<file path="src/rtl/clock_div_switch_m.sv">
// Divided CPU clock generator with glitch-free mode switching.
// Mode changes land only on a rising edge of ck_op; hold stretches phi1.
module clock_div_switch_m #(
    parameter int MODE_BITS = 2,
    parameter int CNT_W = 4,
    parameter logic [(2**MODE_BITS)*CNT_W-1:0] HALF_PERIODS =
        {4'd8, 4'd4, 4'd2, 4'd1},
    parameter int RESET_MODE = 0
) (
    input  logic                 ck_ip,
    input  logic                 reset_ip,
    input  logic [MODE_BITS-1:0] sel_ip,
    input  logic                 req_ip,
    input  logic                 hold_ip,
    output logic                 ck_op,
    output logic                 rise_op,
    output logic                 fall_op,
    output logic [MODE_BITS-1:0] selected_op,
    output logic                 busy_op,
    output logic                 ack_op
);

    localparam int NUM_MODES = 2 ** MODE_BITS;
    localparam logic [MODE_BITS-1:0] RST_MODE = MODE_BITS'(RESET_MODE);

    typedef enum logic [1:0] {
        ST_HIGH = 2'd0,
        ST_HOLD = 2'd1,
        ST_LOW  = 2'd2
    } state_e;

    state_e               state_q, state_d;
    logic [CNT_W-1:0]     cnt_q, cnt_d;
    logic                 ck_q, ck_d;
    logic                 rise_q, rise_d;
    logic                 fall_q, fall_d;
    logic [MODE_BITS-1:0] selected_q, selected_d;
    logic [MODE_BITS-1:0] pending_q, pending_d;
    logic                 busy_q, busy_d;
    logic                 ack_q, ack_d;

    logic [CNT_W-1:0]     h_raw;
    logic [CNT_W-1:0]     h_last;
    logic                 phase_end;
    logic                 switch_now;

    // Look up the half-period of the mode in force; zero behaves as one
    always_comb begin
        h_raw = '0;
        for (int k = 0; k < NUM_MODES; k++) begin
            if (selected_q == MODE_BITS'(k)) begin
                h_raw = HALF_PERIODS[k*CNT_W +: CNT_W];
            end
        end
        h_last    = (h_raw == '0) ? '0 : h_raw - CNT_W'(1);
        phase_end = (cnt_q == h_last);
    end

    // Phase state register and counter
    always_ff @(posedge ck_ip or posedge reset_ip) begin
        if (reset_ip) begin
            state_q <= ST_HIGH;
            cnt_q   <= '0;
        end else begin
            state_q <= state_d;
            cnt_q   <= cnt_d;
        end
    end

    // Next phase: count each half-period, park in HOLD while stretched
    always_comb begin
        state_d = state_q;
        cnt_d   = cnt_q + CNT_W'(1);
        case (state_q)
            ST_HIGH: begin
                if (phase_end) begin
                    cnt_d   = '0;
                    state_d = hold_ip ? ST_HOLD : ST_LOW;
                end
            end
            ST_HOLD: begin
                cnt_d = '0;
                if (!hold_ip) begin
                    state_d = ST_LOW;
                end
            end
            ST_LOW: begin
                if (phase_end) begin
                    cnt_d   = '0;
                    state_d = ST_HIGH;
                end
            end
            default: begin
                cnt_d   = '0;
                state_d = ST_HIGH;
            end
        endcase
    end

    // Clock level and edge markers derived from the coming phase
    always_comb begin
        ck_d   = (state_d != ST_LOW);
        rise_d = (state_q == ST_LOW) && (state_d == ST_HIGH);
        fall_d = (state_q != ST_LOW) && (state_d == ST_LOW);
    end

    // Registered clock outputs so nothing combinational reaches a pin
    always_ff @(posedge ck_ip or posedge reset_ip) begin
        if (reset_ip) begin
            ck_q   <= 1'b1;
            rise_q <= 1'b0;
            fall_q <= 1'b0;
        end else begin
            ck_q   <= ck_d;
            rise_q <= rise_d;
            fall_q <= fall_d;
        end
    end

    // Accept one request at a time; apply it on the next rising edge
    always_comb begin
        selected_d = selected_q;
        pending_d  = pending_q;
        busy_d     = busy_q;
        switch_now = rise_d && busy_q;
        ack_d      = switch_now;
        if (switch_now) begin
            selected_d = pending_q;
            busy_d     = 1'b0;
        end else if (req_ip && !busy_q) begin
            pending_d = sel_ip;
            busy_d    = 1'b1;
        end
    end

    // Mode and handshake registers
    always_ff @(posedge ck_ip or posedge reset_ip) begin
        if (reset_ip) begin
            selected_q <= RST_MODE;
            pending_q  <= '0;
            busy_q     <= 1'b0;
            ack_q      <= 1'b0;
        end else begin
            selected_q <= selected_d;
            pending_q  <= pending_d;
            busy_q     <= busy_d;
            ack_q      <= ack_d;
        end
    end

    assign ck_op       = ck_q;
    assign rise_op     = rise_q;
    assign fall_op     = fall_q;
    assign selected_op = selected_q;
    assign busy_op     = busy_q;
    assign ack_op      = ack_q;

endmodule

</file>
<file path="config.mk">
export PLATFORM = sky130hd
export DESIGN_NAME = clock_div_switch_m
export DESIGN_NICKNAME = d
export VERILOG_FILES = /design/src/rtl/clock_div_switch_m.sv
export SDC_FILE = /design/constraint.sdc
export NUM_CORES = 1
export LEC_CHECK = 0
export BUFFER_PORTS_ARGS = -buffer_cell sky130_fd_sc_hd__buf_2
export CAP_MARGIN = 10
export CORE_MARGIN = 4
export CORE_UTILIZATION = 45
export CTS_BUF_LIST = sky130_fd_sc_hd__clkbuf_16
export DETAILED_ROUTE_END_ITERATION = 12
export MAX_ROUTING_LAYER = met4
export PLACE_DENSITY = 0.8
export SLEW_MARGIN = 20
export SYNTH_ARGS = -nofsm -noshare
export SYNTH_HDL_FRONTEND = slang
export SYNTH_SLANG_ARGS = --single-unit
</file>
<file path="constraint.sdc">
create_clock -name ck_ip -period 1.8 [get_ports ck_ip]
set_clock_uncertainty 0.1 [all_clocks]
set_input_delay 0.18 -clock ck_ip [delete_from_list [all_inputs] [get_ports ck_ip]]
set_output_delay 0.18 -clock ck_ip [all_outputs]
set_load 0.05 [all_outputs]
</file>
==> impl_metrics.py <==
metrics = {
    "place": {
        "numPortBuffers": 12,
        "dp_slack_ns": -0.164,
        "gp_congestion": 0.743,
        "dpl.hpwl_um": 886,
        "dpl_cell_area_um2": 790,
    },
    "detailed_routing": {
        "via_per_inst": 5.17,
        "via_count": 481,
        "drc": 0,
        "dr.pass1.iters": 2,
        "drt-initial-drc-count": 2,
        "wl_mm": 1.45,
        "drt-wirelength-per-cell_um": 15.6,
        "ant_nets": 0,
    },
    "floorplan": {
        "die_area_mm2": 0.00207,
        "rows": 13,
        "ios": 13,
        "coreArea_mm2": 0.00132,
        "die_h_um": 45.5,
        "initial_core_util": 0.481,
        "chipWidth_um": 45.5,
    },
    "setup_path": {
        "rr_startpoint": "cnt_q[3]$_DFF_PP0_",
        "cp.required_ns": 1.82,
        "r2r_end": "selected_op[0]$_DFFE_PP0P_",
        "path_buf_inv": 0,
        "cp.arrival_ns": 1.95,
        "critPathSlowestCell": "dfrtp_1",
        "cp_cell_sequence": "or3_4, a2111oi_4, o2111a_2, mux2_4",
        "critPathTopFamily": "compound AO/OA/AOI/OAI gates",
        "worstSetupPathType": "reg2reg",
        "path_max_fanout": 3,
        "reg2reg_slack_ns": -0.13,
        "max_stage_delay_ns": 0.39,
        "critPathCaptureType": "flop",
        "critPathLaunchType": "flop",
        "reg2reg_depth": 4,
    },
    "power": {
        "leakagePower_nw": 0.467,
        "p_per_area_mw_per_mm2": 2250,
        "ir_drop_uv": 1490,
    },
    "timing": {
        "rsz0062_at_grt": "true",
        "worst_slack_ns": -0.130,
        "worst_slew_pin_slew_ns": 0.552,
        "final-hold-violation-count": 0,
        "fmax_mhz": 518,
        "post-route-period-util": 1.07,
        "slew_violations": 0,
        "relSlewSlack": 0.632,
        "layout_min_cycle_time_ns": 1.93,
        "setup_viol": 5,
    },
    "logic_synthesis": {
        "synth_area_um2": 634,
        "syn_inst": 47,
        "ys_warn_count": 0,
        "synth_seq_cells": 15,
        "syn_avg_cell_area_um2": 13.5,
        "seq_area_frac_synth": 0.594,
        "ys_types": 23,
        "syn_nets": 54,
    },
    "run_status": {
        "outcome": "finished, violations left",
        "violations": "setup timing",
    },
    "global_routing": {
        "grt_max_degree": 16,
        "grt_pass1_wl_mm": 2.23,
        "grt_overflow": 0,
        "antenna_found_initial": 0,
        "grt_usage": 0.163,
        "grt_pass1_vias": 493,
    },
    "cts": {
        "numCtsBuffers": 3,
        "path_clk_slew_ns": 0.05,
        "clkSinkCount": 15,
        "cts_tree": "yes",
        "cts_htree_levels": 1,
        "cts_buffer_depth": 2,
        "root_buffer": "clkbuf_16",
        "worstSkewPairLatency_ns": 0.24,
    },
    "finish": {
        "antennaDiodeCount": 0,
        "nNetsFinal": 86,
        "layout_common_cells": "13 x dfrtp_1, 12 x buf_2, 12 x buf_4",
        "area_growth_pct": 50.3,
        "seqCellArea_um2": 378,
        "layout_commonest_cell": "dfrtp_1",
        "fillers": 74,
        "layout-drive-gt1-share": 0.577,
        "stdcell_area_um2": 953,
        "multi_input_area_um2": 288,
    },
    "hold_path": {
        "holdCritPathClass": "in2reg",
        "holdPathStages": 2,
        "hold_path_startpoint": "hold_ip",
        "hold_end": "fall_op$_DFF_PP0_",
    },
    "flow_run": {
        "maxCapViolations": 0,
    },
}
-- synth_stat cells --
cell type	instances	share of area
inv_1	2	0.012
dfstp_2	1	0.041
nand3b_1	1	0.012
o2111a_2	1	0.020
or2_2	1	0.0099
mux2_2	3	0.053
xor2_1	2	0.028
and3_1	1	0.0099
and2_1	1	0.0099
mux2i_1	1	0.016
or3_4	1	0.018
a2111oi_4	1	0.043
nor4b_1	1	0.014
dfrtp_1	14	0.55
nand3_1	1	0.0079
ha_1	1	0.020
nor2b_1	1	0.0099
nor3_1	5	0.039
nor2_1	3	0.018
nor3b_1	1	0.012
nand2_1	1	0.0059
mux2_1	2	0.036
xnor2_1	1	0.014
-- stage by stage --
step | TNS, ns | cells | power [mW] | utilization | hold slack, ns
2_1_floorplan | -0.738 | 47 | 1.22 | - | -0.0193
3_3_place_gp | -0.385 | 83 | 1.50 | 0.599 | 0.144
3_5_place_dp | -0.515 | 83 | 1.54 | 0.599 | 0.154
4_1_cts | -0.266 | 90 | 2.02 | 0.689 | 0.0216
5_1_grt | -0.759 | 93 | 2.26 | 0.724 | 0.0145
6_report | -0.376 | 93 | 2.15 | 0.724 | 0.0145
-- final cells by class --
class	instances	area share
flip-flops and latches	15	0.396
multi-input cells	30	0.302
repair buffers	27	0.192
clock buffers	3	0.0787
well taps	15	0.0197
inverters	2	0.00787
clock inverters	1	0.00394
-- worst max-delay path by stage --
stage               cells after the start                  startpoint                         end
floorplan                               4  selected_op[0]$_DFFE_PP0P_  selected_op[0]$_DFFE_PP0P_
global placement                        6          cnt_q[0]$_DFF_PP0_        state_q[1]$_DFF_PP0_
detailed placement                      4          cnt_q[3]$_DFF_PP0_  selected_op[0]$_DFFE_PP0P_
CTS                                     4          cnt_q[0]$_DFF_PP0_  selected_op[0]$_DFFE_PP0P_
global route                            4          cnt_q[0]$_DFF_PP0_  selected_op[0]$_DFFE_PP0P_
finish                                  4          cnt_q[3]$_DFF_PP0_  selected_op[0]$_DFFE_PP0P_
-- state kept, by name, summed over array words and instances, names as in the netlist --
| signal | count |
|---|---|
| cnt_q | 4 |
| rise_op | 1 |
| ck_op | 1 |
| ack_op | 1 |
| busy_op | 1 |
| fall_op | 1 |
| selected_op | 2 |
| pending_q | 2 |
| state_q | 2 |
-- what timing repair did --
| item | CTS | global route |
|---|---|---|
| buffers inserted | 2 | 3 |
| endpoints found under the setup margin | 7 | 8 |
| pin swaps | 2 | 0 |
| gates resized for setup | 3 | 5 |
| endpoints found under the hold margin | 14 | 0 |
| hold buffers | 1 | 0 |
-- cell families after synthesis --
logic type | synth area share
compound gates | 0.0631
xor+xnor | 0.0414
fa+ha+maj | 0.0197
buf+inv | 0.0118
flops | 0.594
mux | 0.105
simple gates | 0.166
-- layer usage --
metal | vias to the layer above | global-route usage | share of wire
met1 | 225 | 0.162 | 0.39
li1 | 230 | - | -
met2 | 16 | 0.270 | 0.50
met3 | 10 | 0.0395 | 0.055
met4 | 0 | 0.123 | 0.056
met5 | - | - | 0
-- where the power goes --
part           leakage (nW)  internal, mW  switching (mW)
Sequential            0.185         0.498           0.141
Combinational         0.239         0.528           0.564
Clock                0.0423         0.293           0.125
No activity file was read; power rests on OpenSTA's default activity.
